<file path="src/rtl/icb_pkg.sv">
// Shared definitions for the SRAM ICB arbiter slice: bus width defaults,
// owner encoding and arbiter FSM state encoding.
package icb_pkg;

  localparam int unsigned AW_DEF = 32;
  localparam int unsigned DW_DEF = 32;

  typedef enum logic {
    OWN_M0 = 1'b0,
    OWN_M1 = 1'b1
  } own_e;

  typedef enum logic {
    S_IDLE = 1'b0,
    S_WAIT = 1'b1
  } state_e;

endpackage

</file>
<file path="src/rtl/icb_rr_pick.sv">
// Two-request picker for the SRAM ICB arbiter.
// Build option: ICB_ARB_FIXED_PRI_EN selects fixed priority (request 0 always
// wins a tie); without it, a tie goes to the requester that did not win last.
module icb_rr_pick (
  input  logic [1:0] i_req,
  input  logic       i_last,
  output logic       o_gnt,
  output logic       o_any
);

`ifdef ICB_ARB_FIXED_PRI_EN
  logic w_unused_last;
  assign w_unused_last = i_last;

  // Fixed priority: requester 0 wins whenever it is asking.
  always_comb begin
    o_any = |i_req;
    o_gnt = ~i_req[0];
  end
`else
  // Round-robin: on a tie, grant the requester that was not granted last.
  always_comb begin
    o_any = |i_req;
    if (i_req == 2'b11) begin
      o_gnt = ~i_last;
    end else begin
      o_gnt = i_req[1] & ~i_req[0];
    end
  end
`endif

endmodule

</file>
<file path="src/rtl/sram_icb_arb.sv">
// Two-master to one-slave ICB arbiter in front of the SRAM ICB slave.
// One outstanding transaction; read responses are routed to the owner, write
// responses are generated locally because the SRAM only answers reads.
// Build option: ICB_ARB_FIXED_PRI_EN (fixed priority, m0 wins ties).
module sram_icb_arb
  import icb_pkg::*;
#(
  parameter int unsigned AW = AW_DEF,
  parameter int unsigned DW = DW_DEF
) (
  input  logic            clk,
  input  logic            rst_n,

  input  logic            m0_icb_cmd_valid,
  output logic            m0_icb_cmd_ready,
  input  logic [AW-1:0]   m0_icb_cmd_addr,
  input  logic            m0_icb_cmd_read,
  input  logic [DW-1:0]   m0_icb_cmd_wdata,
  input  logic [DW/8-1:0] m0_icb_cmd_wmask,
  output logic            m0_icb_rsp_valid,
  input  logic            m0_icb_rsp_ready,
  output logic            m0_icb_rsp_err,
  output logic [DW-1:0]   m0_icb_rsp_rdata,

  input  logic            m1_icb_cmd_valid,
  output logic            m1_icb_cmd_ready,
  input  logic [AW-1:0]   m1_icb_cmd_addr,
  input  logic            m1_icb_cmd_read,
  input  logic [DW-1:0]   m1_icb_cmd_wdata,
  input  logic [DW/8-1:0] m1_icb_cmd_wmask,
  output logic            m1_icb_rsp_valid,
  input  logic            m1_icb_rsp_ready,
  output logic            m1_icb_rsp_err,
  output logic [DW-1:0]   m1_icb_rsp_rdata,

  output logic            s_icb_cmd_valid,
  input  logic            s_icb_cmd_ready,
  output logic [AW-1:0]   s_icb_cmd_addr,
  output logic            s_icb_cmd_read,
  output logic [DW-1:0]   s_icb_cmd_wdata,
  output logic [DW/8-1:0] s_icb_cmd_wmask,
  input  logic            s_icb_rsp_valid,
  output logic            s_icb_rsp_ready,
  input  logic            s_icb_rsp_err,
  input  logic [DW-1:0]   s_icb_rsp_rdata
);

  state_e          r_state;
  own_e            r_owner;
  own_e            r_last;
  logic            r_is_read;
  logic [AW-1:0]   r_addr;

  logic [1:0]      w_req;
  logic            w_gnt;
  logic            w_any;
  logic [AW-1:0]   w_cmd_addr;
  logic            w_cmd_read;
  logic [DW-1:0]   w_cmd_wdata;
  logic [DW/8-1:0] w_cmd_wmask;
  logic            w_own_rsp_valid;
  logic            w_own_rsp_ready;
  logic            w_rsp_err;
  logic [DW-1:0]   w_rsp_rdata;
  logic            w_cmd_hsk;
  logic            w_rsp_hsk;

  assign w_req = {m1_icb_cmd_valid, m0_icb_cmd_valid};

  icb_rr_pick u_pick (
    .i_req  (w_req),
    .i_last (r_last),
    .o_gnt  (w_gnt),
    .o_any  (w_any)
  );

  // Command fields of the currently granted master.
  always_comb begin
    w_cmd_addr  = w_gnt ? m1_icb_cmd_addr  : m0_icb_cmd_addr;
    w_cmd_read  = w_gnt ? m1_icb_cmd_read  : m0_icb_cmd_read;
    w_cmd_wdata = w_gnt ? m1_icb_cmd_wdata : m0_icb_cmd_wdata;
    w_cmd_wmask = w_gnt ? m1_icb_cmd_wmask : m0_icb_cmd_wmask;
  end

  // Output steering; everything is forced to zero while reset is held so a
  // pending response is dropped immediately rather than one edge later.
  always_comb begin
    m0_icb_cmd_ready = 1'b0;
    m1_icb_cmd_ready = 1'b0;
    m0_icb_rsp_valid = 1'b0;
    m1_icb_rsp_valid = 1'b0;
    m0_icb_rsp_err   = 1'b0;
    m1_icb_rsp_err   = 1'b0;
    m0_icb_rsp_rdata = '0;
    m1_icb_rsp_rdata = '0;
    s_icb_cmd_valid  = 1'b0;
    s_icb_cmd_addr   = '0;
    s_icb_cmd_read   = 1'b0;
    s_icb_cmd_wdata  = '0;
    s_icb_cmd_wmask  = '0;
    s_icb_rsp_ready  = 1'b0;
    w_own_rsp_valid  = 1'b0;
    w_rsp_err        = 1'b0;
    w_rsp_rdata      = '0;
    w_own_rsp_ready  = (r_owner == OWN_M1) ? m1_icb_rsp_ready : m0_icb_rsp_ready;
    if (rst_n) begin
      case (r_state)
        S_IDLE: begin
          s_icb_cmd_valid = w_any;
          s_icb_cmd_addr  = w_cmd_addr;
          s_icb_cmd_read  = w_cmd_read;
          s_icb_cmd_wdata = w_cmd_wdata;
          s_icb_cmd_wmask = w_cmd_wmask;
          if (w_any) begin
            if (w_gnt) begin
              m1_icb_cmd_ready = s_icb_cmd_ready;
            end else begin
              m0_icb_cmd_ready = s_icb_cmd_ready;
            end
          end
        end
        S_WAIT: begin
          // Slave computes rsp_err from the live address, so keep it driven.
          s_icb_cmd_addr = r_addr;
          s_icb_cmd_read = r_is_read;
          if (r_is_read) begin
            w_own_rsp_valid = s_icb_rsp_valid;
            w_rsp_err       = s_icb_rsp_err;
            w_rsp_rdata     = s_icb_rsp_rdata;
            s_icb_rsp_ready = w_own_rsp_ready;
          end else begin
            w_own_rsp_valid = 1'b1;
          end
        end
        default: ;
      endcase
    end
    if (r_owner == OWN_M1) begin
      m1_icb_rsp_valid = w_own_rsp_valid;
      m1_icb_rsp_err   = w_rsp_err;
      m1_icb_rsp_rdata = w_rsp_rdata;
    end else begin
      m0_icb_rsp_valid = w_own_rsp_valid;
      m0_icb_rsp_err   = w_rsp_err;
      m0_icb_rsp_rdata = w_rsp_rdata;
    end
  end

  assign w_cmd_hsk = s_icb_cmd_valid & s_icb_cmd_ready;
  assign w_rsp_hsk = w_own_rsp_valid & w_own_rsp_ready;

  // Arbiter FSM: latch ownership on command handshake, release on response.
  always_ff @(posedge clk) begin
    if (!rst_n) begin
      r_state   <= S_IDLE;
      r_owner   <= OWN_M0;
      r_last    <= OWN_M1;
      r_is_read <= 1'b0;
      r_addr    <= '0;
    end else begin
      case (r_state)
        S_IDLE: begin
          if (w_cmd_hsk) begin
            r_owner   <= own_e'(w_gnt);
            r_last    <= own_e'(w_gnt);
            r_is_read <= w_cmd_read;
            r_addr    <= w_cmd_addr;
            r_state   <= S_WAIT;
          end
        end
        S_WAIT: begin
          if (w_rsp_hsk) begin
            r_state <= S_IDLE;
          end
        end
        default: r_state <= S_IDLE;
      endcase
    end
  end

endmodule

</file>
<file path="config.mk">
export PLATFORM = sky130hd
export DESIGN_NAME = sram_icb_arb
export DESIGN_NICKNAME = d
export VERILOG_FILES = /design/src/rtl/icb_pkg.sv /design/src/rtl/icb_rr_pick.sv /design/src/rtl/sram_icb_arb.sv
export SDC_FILE = /design/constraint.sdc
export NUM_CORES = 1
export LEC_CHECK = 0
export ABC_AREA = 1
export BUFFER_PORTS_ARGS = -buffer_cell sky130_fd_sc_hd__buf_2
export CAP_MARGIN = 30
export CORE_AREA = 4 4 123 125
export DETAILED_ROUTE_END_ITERATION = 7
export DIE_AREA = 0 0 127 129
export PLACE_DENSITY_LB_ADDON = 0.15
export REMOVE_ABC_BUFFERS = 1
export SYNTH_ARGS = -nofsm -noshare
export SYNTH_HDL_FRONTEND = slang
export SYNTH_HIERARCHICAL = 1
export SYNTH_SLANG_ARGS = --single-unit
</file>
<file path="constraint.sdc">
create_clock -name clk -period 1.2 [get_ports clk]
set_input_delay 0 -clock clk [delete_from_list [all_inputs] [get_ports clk]]
set_output_delay 0 -clock clk [all_outputs]
set_load 0.05 [all_outputs]
</file>
; ---- Word level (Yosys, flattened, before mapping)
; Cells that the tools add are included.
[word_totals]
wordCells = 59
input_bits = 179
reg_bits = 36
[classes]
n_bitwise = 6
muxes = 45
n_eq_ne = 1
n_reduce_logical = 2
[op_table]
columns = cell, n
row1 = 2-to-1 mux 32 bit, 10
row2 = case mux 32 bit (2 select lines), 1
row3 = 2-to-1 mux 1 bit, 29
row4 = 2-to-1 mux 4 bit, 3
row5 = case mux 1 bit (2 select lines), 2
row6 = AND 1 bit, 3
row7 = inverter 1 bit, 3
row8 = "equality test 2 bit, second input constant", 1
row9 = AND reduction 2 bit, 1
row10 = OR reduction 2 bit, 1

; ---- Logic depth before layout (Yosys ltp)
; Gate-level depths: netlist of the first run.
[depth]
ltp_word = 7
ltp_mapped = 9
depth_no_buf = 7

; ---- Hierarchy
; Netlist of the first run, hierarchy kept.
[by_module_without_submodules]
columns = mod, seq_area_each_um2, area_each_um2, cells_per_inst, instances
row1 = sram_icb_arb, 720.7, 3457.1, 651, 1
row2 = icb_rr_pick, 0.0, 15.0, 3, 1

; ---- Least setup slack after synthesis of the first run
; No wires, ideal clock.
[synth_path]
path_kind = reg2out
startpoint = register r_owner
endpoint = output m1_icb_rsp_rdata[12]
t_arrival_ps = 1962
path_buffers = 2
setup_slack_ps = -762
stages_incl_launch_ff = 5
cell_sequence = dfxtp_1 buf_2 clkinv_1 buf_1 nor3_1
[synth_via]
elab_chain_cells = 1
[synth_rtl]
columns = element, line
row1 = start: declaration, sram_icb_arb.sv:49  ; own_e r_owner;
row2 = start signal: assignment, sram_icb_arb.sv:164  ; r_owner <= own_e'(w_gnt);
row3 = 2-to-1 mux 32 bit, sram_icb_arb.sv:138  ; if (r_owner == OWN_M1) begin
row4 = end: declaration, sram_icb_arb.sv:34  ; output logic [DW-1:0] m1_icb_rsp_rdata,
; Every way passes these cells.

; ---- Worst setup path in the final report of the first run
[layout_path]
startpoint = register r_last
endpoint = output s_icb_cmd_addr[12]
[layout_via]
elab_chain_cells = 5
[layout_rtl]
columns = element, line
row1 = start: declaration, sram_icb_arb.sv:50  ; own_e r_last;
row2 = start signal: assignment, sram_icb_arb.sv:165  ; r_last <= own_e'(w_gnt);
row3 = inverter 1 bit, icb_rr_pick.sv:25  ; o_gnt = ~i_last;
row4 = 2-to-1 mux 1 bit, icb_rr_pick.sv:24  ; if (i_req == 2'b11) begin
row5 = net w_gnt, sram_icb_arb.sv:55  ; logic w_gnt;
row6 = 2-to-1 mux 32 bit, sram_icb_arb.sv:79  ; w_cmd_addr = w_gnt ? m1_icb_cmd_addr : m0_icb_cmd_addr;
row7 = case mux 32 bit (2 select lines), sram_icb_arb.sv:107  ; case (r_state)
row8 = 2-to-1 mux 32 bit, sram_icb_arb.sv:106  ; if (rst_n) begin
row9 = end: declaration, sram_icb_arb.sv:38  ; output logic [AW-1:0] s_icb_cmd_addr,
; The timed path passes the listed nets, and every way through them passes these cells.

==> impl_metrics.toml, run 1 <==
[pwr]
pwr_density_cell_mw_per_mm2 = 738
peakVddDrop_uv = 513
power.leakage_nw = 4.44

[timing]
setup_ws_ps = -484
fin_hold_ws_ps = 3.61
hold_violations = 0
setup_viol = 175
fin_crit_sh_pct = 140
period_minus_slack_ps = 1680
finalSetupTns_ps = -52970
grt_setup_unrepaired = "true"
maxSlewViolCount = 0
clock.fmax_ghz = 0.594
slew_headroom_pct = 70.2
worst_pin_slew_ps = 448
skew_ps = 5.24

[cells_and_area]
fillers = 1184
final_core_util_pct = 62.2
area_growth_pct = 149
layout_commonest_cell = "buf_2"
drive_gt1_share_pct = 57.0
fin_area_mm2 = 0.00864
nets = 1216
final_cell_mix = "buf_2 (178), nand2_1 (139), buf_6 (134)"

[setup_path]
cp-start-kind = "flip-flop"
crit-reg2reg-capture = "r_addr[6]$_SDFFE_PN0P_"
crit_required_ps = 1200
r2r_setup_slack_ps = -440
ff2ff_path_depth = 11
path_delay_family = "buffers and inverters"
crit_path_end_kind = "output port"
arrival_ps = 1680
path_class = "flip-flop to output port"
critPathSlowestCell = "dfxtp_2"
critPathMaxStageDelay_ps = 330
crit_chain = "a21oi_4 > buf_12 > buf_12 > buf_16 > nand2_2 > nand2_2 > nand2_1 > o21ai_2 > buf_6"
r2r_start = "r_last$_SDFFE_PN1P_"
cp_max_fo = 6
cp_num_buf_inv = 4

[grt]
grt_usage_pct = 23.1
grt.overflow.total = 0
grt_pass1_vias = 5658
grt_pass1_wl_um = 30100
grt_max_degree = 36
antenna_found_initial = 1

[route]
wl_met1_um = 7380
drc = 0
vias = 5694
drt-initial-drc-count = 225
totalWireLength_um = 21000
first_pass_iters = 4
routed.top_layer = "met4"
wl_met2_um = 11300
via_per_inst = 4.67
ant_nets = 0
wl_met3_um = 1500
wl_per_cell_um = 17.2

[synthesis]
synth_edf_count = 0
ys_ff_latch = 36
synth_ff_type = "dfxtp_1"
yosysWarnings = 6
postSynth.asyncResetShare_pct = 0
synth_cells = 654
synthesis.area_mm2 = 0.00347
avgSynthCellArea_um2 = 5.31
yosysSeqAreaShare_pct = 20.8
yosysUniqueCellTypes = 21

[min_path]
worstHoldPathCells = 3
min_from = "rst_n"
holdPathEnd = "r_owner$_SDFFE_PN0P_"
min_path_type = "input port to flip-flop"

[floorplan]
die_h_um = 129
start_util_pct = 25.0
die_area_mm2 = 0.0164
die_width_um = 127
core.rowCount = 43
core_region_area_mm2 = 0.0139
io_pins = 320

[cts]
path_clk_slew_ps = 60
numCtsBuffers = 5
htree_levels = 2
cts_root_buf = "clkbuf_16"
clock_latency_ps = 280
cts_tree = "done"
cts.sinks = 36
cts.path.max_buffers = 2

[placed_design]
io_buffers = 319
gp_congestion = 0.840
place_area_mm2 = 0.00579
dpl_worst_slack_ps = -200
dp.final_hpwl_um = 11300

[outcome]
status = "finished with violations"
violations = "negative setup slack"

[flow_run]
max_cap_viol_count = 0
[per-stage QoR]
step                power, mW  std cells
floorplan                2.85        605
detailed placement       3.86       1165
finish                   6.38       1219
global placement         3.86       1165
CTS                      6.17       1214
global route             6.73       1219
[how the worst max path moves through the flow]
stage	startpoint	cells after the start	endpoint	slack, ps
floorplan	r_last$_SDFFE_PN1P_	5	r_last$_SDFFE_PN1P_	-3640
detailed placement	r_last$_SDFFE_PN1P_	7	s_icb_cmd_addr[31]	-200
global route	r_last$_SDFFE_PN1P_	9	s_icb_cmd_addr[12]	-550
finish	r_last$_SDFFE_PN1P_	9	s_icb_cmd_addr[12]	-480
CTS	r_last$_SDFFE_PN1P_	8	s_icb_cmd_wdata[17]	-430
global placement	r_last$_SDFFE_PN1P_	7	s_icb_cmd_addr[31]	-200
[Yosys cell counts (2+ instances only)]
cell type    n  area [um^2]
nor2_1     114          428
buf_2       13         65.1
nor3_2      20          200
o21ai_1      4         20.0
o21bai_1    33          248
clkbuf_1    32          120
o21ai_0     67          335
inv_1      102          383
nand2_1    174          653
nor3_1      46          230
inv_2        3         11.3
dfxtp_1     36          721
buf_4        2         15.0
[report_power, final]
group          switching, mW  internal [mW]
Clock                  0.512          0.976
Combinational           2.11           1.46
Sequential            0.0309           1.28
Total                   2.66           3.72
[logic make-up (layout without fill, tap and decap cells)]
group           count (synthesis)  count (layout)  share of synthesized area, %
buf+inv                       155             539                          17.5
simple gates                  358             358                          44.3
compound gates                105             105                          17.5
other cells                     0               1                             0
flops                          36              36                          20.8
[state kept, by name, indices dropped and copies added, names as in the netlist]
name and count:
r_owner 1, r_addr 32, r_is_read 1, r_state 1, r_last 1
[repair_timing]
action | CTS | global route
pin swaps | 59 | 38
setup buffers | 25 | 9
resized for setup | 467 | 123
gates cloned | 16 | 5
setup endpoints to repair | 174 | 175
hold buffers | 0 | 0
[area by class of cell]
type / count / area, um^2 / area share [%]
Antenna cell: 1 / 2.50 / 0.0290
Clock buffer: 5 / 125 / 1.45
Clock inverter: 3 / 42.5 / 0.493
Inverter: 106 / 422 / 4.88
Multi-Input combinational cell: 463 / 3110 / 36.0
Sequential cell: 36 / 728 / 8.43
Tap cell: 180 / 225 / 2.61
Timing Repair Buffer: 425 / 3980 / 46.1
[layer usage]
layer	vias to the layer above	global-route usage [%]
met5	-	0
met4	0	8.77
met3	65	5.02
met2	275	44.4
met1	2573	24.4
li1	2781	-
[worst reg2reg max path: stages, from the launching register on]
cell and delay, ps:
dfxtp_2 330, a21oi_4 160, buf_12 180, inv_16 70, clkbuf_16 170, nand2_2 60, nand2_2 60, buf_4 120
buf_4 110, buf_4 110, o21bai_1 110, nor2_1 50
(Power assumes the default switching activity.)
==> run 2: changes to the inputs <==
==> constraint.sdc (replaced) <==
create_clock -name clk -period 1.7 [get_ports clk]
set_input_delay 0 -clock clk [delete_from_list [all_inputs] [get_ports clk]]
set_output_delay 0 -clock clk [all_outputs]
set_load 0.05 [all_outputs]
==> run 2 against run 1 <==
Effect of this change:
- largest power group unchanged
- wire length down 28%
- via count shrank 15%
- highest routed layer unchanged
- critical path depth unchanged
- the run now ends clean
- register-to-register slack better by 770 ps
==> impl_metrics.toml, run 2 (same netlist as run 1, synthesis figures left out) <==
[pwr]
pwr_density_cell_mw_per_mm2 = 631
power.leakage_nw = 3.46
finalPower_mw = 3.68
peakVddDrop_uv = 543

[min_path]
min_from = "m0_icb_cmd_addr[29]"
worstHoldPathCells = 5
holdPathEnd = "r_addr[29]$_SDFFE_PN0P_"
min_path_type = "input port to flip-flop"

[setup_path]
r2r_setup_slack_ps = 330
critPathMostFrequentCell = "nand2_1"
cp_max_fo = 7
arrival_ps = 1640
r2r_start = "r_last$_SDFFE_PN1P_"
path_delay_family = "buffers and inverters"
cp-start-kind = "flip-flop"
critPathMaxStageDelay_ps = 330
path_class = "flip-flop to output port"
crit_required_ps = 1700
crit_chain = "a21oi_4 > buf_6 > clkinv_8 > clkbuf_16 > nand2_1 > nand2_1 > nand2_1 > o21ai_0 > buf_4"
crit-reg2reg-capture = "r_is_read$_SDFFE_PN0P_"
ff2ff_path_depth = 8
cp_num_buf_inv = 4
crit_path_end_kind = "output port"
critPathSlowestCell = "dfxtp_2"

[timing]
skew_ps = 4.76
fin_crit_sh_pct = 96.3
hold_violations = 0
maxSlewViolCount = 0
period_minus_slack_ps = 1640
fin_hold_ws_ps = 89.6
clock.fmax_ghz = 0.611
worst_pin_slew_ps = 382
finalSetupTns_ps = 0
grt_setup_unrepaired = "true"
setup_viol = 0
slew_headroom_pct = 74.5

[cts]
cts_tree = "done"
path_clk_slew_ps = 50
htree_levels = 2
clock_latency_ps = 270
cts.path.max_buffers = 2
numCtsBuffers = 5
cts_root_buf = "clkbuf_16"
cts.sinks = 36

[cells_and_area]
largest-register = "r_addr"
drive_gt1_share_pct = 39.6
nets = 1134
area_growth_pct = 68.1
final_cell_mix = "buf_2 (255), nand2_1 (173), nor2_1 (114)"
final_core_util_pct = 42.1
largest_reg_flops = 32
antenna_cells = 0
layout_commonest_cell = "buf_2"
fin_area_mm2 = 0.00584

[placed_design]
place_area_mm2 = 0.00527
io_buffers = 319
dp.final_hpwl_um = 10700
gp_congestion = 0.824

[floorplan]
die_h_um = 129
die_width_um = 127
die_area_mm2 = 0.0164
io_pins = 320
core.rowCount = 43
start_util_pct = 25.0
core_region_area_mm2 = 0.0139

[route]
via_per_inst = 4.24
wl_per_cell_um = 13.3
totalWireLength_um = 15100
vias = 4819
drt-initial-drc-count = 171
first_pass_iters = 4
ant_nets = 0
drc = 0

[grt]
grt.overflow.total = 0
antenna_found_initial = 1
grt_pass1_wl_um = 20900
grt_max_degree = 72
grt_usage_pct = 15.5
grt_pass1_vias = 4079

[outcome]
status = "finished, final reports clean"

[flow_run]
max_cap_viol_count = 0
run 2: final cells by class:
type / instances / area [um^2]
inverter: 106 / 410
clock buffer: 6 / 129
multi-input combinational: 463 / 2170
sequential: 36 / 724
timing repair buffer: 343 / 2150
tap: 180 / 225
clock inverter: 2 / 35.0
fill: 1544 / 8040
run 2: how the worst max path moves through the flow:
stage                   startpoint             endpoint  cells past startpoint
3_3_place_gp   r_last$_SDFFE_PN1P_    s_icb_cmd_addr[2]                      7
5_1_grt        r_last$_SDFFE_PN1P_   s_icb_cmd_addr[17]                      8
6_report       r_last$_SDFFE_PN1P_   s_icb_cmd_addr[12]                      9
3_5_place_dp   r_last$_SDFFE_PN1P_   s_icb_cmd_addr[30]                      7
2_1_floorplan  r_last$_SDFFE_PN1P_  r_last$_SDFFE_PN1P_                      5
4_1_cts        r_last$_SDFFE_PN1P_   s_icb_cmd_addr[15]                      7
run 2: stage by stage:
stage,cells,setup slack (ps)
final,1136,62.3
after detailed placement,1118,224
after global placement,1118,283
after floorplan,605,-3140
after CTS,1127,3.20
after global routing,1136,-48.0
run 2: worst reg2reg max path: cells and delay by family (launching register included):
family	cells	cell delay (ps)
buffers and inverters	3	400
AO/OA/AOI/OAI	2	350
flip-flops	1	330
AND/OR/NAND/NOR	3	190
run 2: routing by layer:
metal,vias to the layer above,wire (um),track usage (%)
met5,-,0,0
met4,0,143,2.71
met3,11,1190,3.49
met2,178,7710,29.7
met1,2038,6110,17.7
li1,2592,-,-
run 2: report_power, final:
| part | internal [mW] | leakage (nW) | total (mW) | switching, mW |
|---|---|---|---|---|
| logic | 0.568 | 3.08 | 1.73 | 1.16 |
| clock network | 0.689 | 0.0808 | 1.03 | 0.343 |
| registers | 0.905 | 0.296 | 0.924 | 0.0183 |
run 2: what timing repair did:
item	4_1_cts	5_1_grt
endpoints found under the setup margin	7	105
resized for setup	3	118
buffers inserted	0	2
endpoints found under the hold margin	1	0
hold buffers	1	0
gates cloned	0	7
pin swaps	0	1
==> run 3: changes to the inputs <==
--- a/config.mk
+++ b/config.mk
@@ -8,12 +8,13 @@
 export ABC_AREA = 1
 export BUFFER_PORTS_ARGS = -buffer_cell sky130_fd_sc_hd__buf_2
 export CAP_MARGIN = 30
-export CORE_AREA = 4 4 123 125
+export CORE_AREA = 4 4 121 123
 export DETAILED_ROUTE_END_ITERATION = 7
-export DIE_AREA = 0 0 127 129
+export DIE_AREA = 0 0 125 127
 export PLACE_DENSITY_LB_ADDON = 0.15
 export REMOVE_ABC_BUFFERS = 1
 export SYNTH_ARGS = -nofsm -noshare
 export SYNTH_HDL_FRONTEND = slang
 export SYNTH_HIERARCHICAL = 1
 export SYNTH_SLANG_ARGS = --single-unit
+export TNS_END_PERCENT = 20
==> run 3 against run 2 <==
Effect of this change:
- clock power shrank 15%
- critical path depth shrank 4
- combinational power is essentially flat
- worst setup slack lost 12 ps
- sequential share of layout area grew 0.25 points
- count of clock-buffer cells in the layout shrank 1
- global-route usage grew 1.4 points
- design area shrank 2.3%
- largest cell class unchanged
==> impl_metrics.toml, run 3 (same netlist as run 1, synthesis figures left out) <==
[outcome]
status = "finished, final reports clean"

[floorplan]
die_width_um = 125
start_util_pct = 25.4
io_pins = 320
core.rowCount = 43
die_h_um = 127
core_region_area_mm2 = 0.0137
die_area_mm2 = 0.0159

[pwr]
clkPwrFrac_pct = 25.1
pwr-share-comb_pct = 48.6
switching_power_mw = 1.51
peakVddDrop_uv = 400
pwr_density_cell_mw_per_mm2 = 614
sw_frac_of_total_pct = 43.2
p_int_mw = 1.99
power.leakage_nw = 3.37
finalPower_mw = 3.50
p_seq_share_pct = 26.4

[cts]
cts_root_buf = "clkbuf_16"
hold_buffers = 0
path_clk_slew_ps = 50
numCtsBuffers = 5
htree_levels = 2
cts.path.max_buffers = 2
cts.sinks = 36
clock_latency_ps = 280
cts_tree = "done"

[setup_path]
path_class = "flip-flop to output port"
r2r_start = "r_state$_SDFF_PN0_"
r2r_setup_slack_ps = 360
cp-start-kind = "flip-flop"
crit_required_ps = 1700
crit_path_end_kind = "output port"
critPathMaxStageDelay_ps = 340
arrival_ps = 1650
crit-reg2reg-capture = "r_addr[23]$_SDFFE_PN0P_"
crit_chain = "nor2_4 > buf_4 > o21ai_0 > nor2_1 > buf_2"
critPathSlowestCell = "dfxtp_1"
ff2ff_path_depth = 6
cp_max_fo = 36

[timing]
maxSlewViolCount = 0
skew_ps = 3.43
fin_crit_sh_pct = 97.1
setup_viol = 0
slew_headroom_pct = 74.3
period_minus_slack_ps = 1650
clock.fmax_ghz = 0.606
hold_violations = 0
grt_setup_unrepaired = "true"
worst_pin_slew_ps = 382

[grt]
grt_pass1_wl_um = 22700
grt_usage_pct = 16.9
grt_max_degree = 69
grt_pass1_vias = 4329
antenna_found_initial = 0
grt.overflow.total = 0

[cells_and_area]
nets = 1129
antenna_cells = 0
fillers = 1550
final_core_util_pct = 41.7
largest-register = "r_addr"
area_growth_pct = 64.3
layout_commonest_cell = "buf_2"
final_cell_mix = "buf_2 (246), nand2_1 (173), nor2_1 (114)"
largest_reg_flops = 32
drive_gt1_share_pct = 39.6

[min_path]
holdPathEnd = "r_owner$_SDFFE_PN0P_"
min_from = "rst_n"
worstHoldPathCells = 3
min_path_type = "input port to flip-flop"

[placed_design]
io_buffers = 319
dp.final_hpwl_um = 11300
gp_congestion = 0.791

[flow_run]
max_cap_viol_count = 0

[route]
wl_per_cell_um = 13.1
vias = 4803
drc = 0
totalWireLength_um = 14900
first_pass_iters = 4
drt-initial-drc-count = 181
ant_nets = 0
via_per_inst = 4.25
==> run 3: changes by cell type in the layout (fill, tap and decap cells not counted), moves of 3 or more <==
cell       before  now
buf_4          44   55
buf_2         255  246
clkbuf_16      11    6
nor3_1         46   43
nor3_2         20   23
o21ai_0        64   67
o21ai_1         7    4
==> run 3: per-layer routing <==
layer,vias to the layer above,GRT usage (%),part of all wire (%)
met5,-,0,0
met4,0,2.49,0.92
met3,11,3.51,7.2
met2,182,28.3,48
met1,2031,23.0,44
li1,2579,-,-
==> run 3: worst max-delay path by stage <==
stage / startpoint / to / slack [ps] / cells past startpoint
6_report: r_state$_SDFF_PN0_ / s_icb_cmd_wdata[29] / 50 / 5
4_1_cts: r_state$_SDFF_PN0_ / m0_icb_cmd_ready / -30 / 4
3_5_place_dp: r_state$_SDFF_PN0_ / r_addr[23]$_SDFFE_PN0P_ / 230 / 5
2_1_floorplan: r_last$_SDFFE_PN1P_ / r_last$_SDFFE_PN1P_ / -3140 / 5
3_3_place_gp: r_state$_SDFF_PN0_ / r_addr[23]$_SDFFE_PN0P_ / 210 / 5
5_1_grt: r_last$_SDFFE_PN1P_ / s_icb_cmd_addr[15] / -60 / 7
==> run 3: power groups by stage <==
stage	clock network [mW]	logic (mW)	registers, mW
detailed placement	0	1.63	0.942
finish	0.878	1.70	0.924
global route	0.939	1.86	0.929
floorplan	0	1.06	0.951
global placement	0	1.63	0.940
CTS	0.908	1.64	0.924
==> run 3: final cells by class <==
class                   count  area [um^2]  share of cell area (%)
clock buffers               5          125                    2.19
multi-input cells         463         2180                    38.2
repair buffers            338         2040                    35.8
clock inverters             2         12.5                   0.219
well taps                 180          225                    3.95
flip-flops and latches     36          722                    12.7
inverters                 106          398                    6.98
==> run 3: critical path: cells and delay by family (launching register included) <==
family                 cells  cell delay [ps]
AOI/OAI and AO/OA          1              160
and+or+nand+nor            2              260
DFF                        1              340
buffers and inverters      2              590
==> run 3: repair_timing <==
item / CTS / global route
gates resized for setup: 7 / 117
buffers inserted: 0 / 3
gates cloned: 0 / 1
endpoints found under the setup margin: 11 / 78
pin swaps: 0 / 0
==> run 3: stage by stage <==
step / hold slack (ps) / setup TNS, ps / instance area, um^2 / worst slack [ps] / std cells
global route: 34.5 / -766 / 5700 / -55.1 / 1130
detailed placement: 290 / 0 / 5300 / 233 / 1119
global placement: 278 / 0 / 5300 / 208 / 1119
finish: 4.56 / 0 / 5700 / 50.1 / 1130
CTS: 0.423 / -48.4 / 5460 / -33.8 / 1126
floorplan: 123 / -356430 / 3260 / -3140 / 605
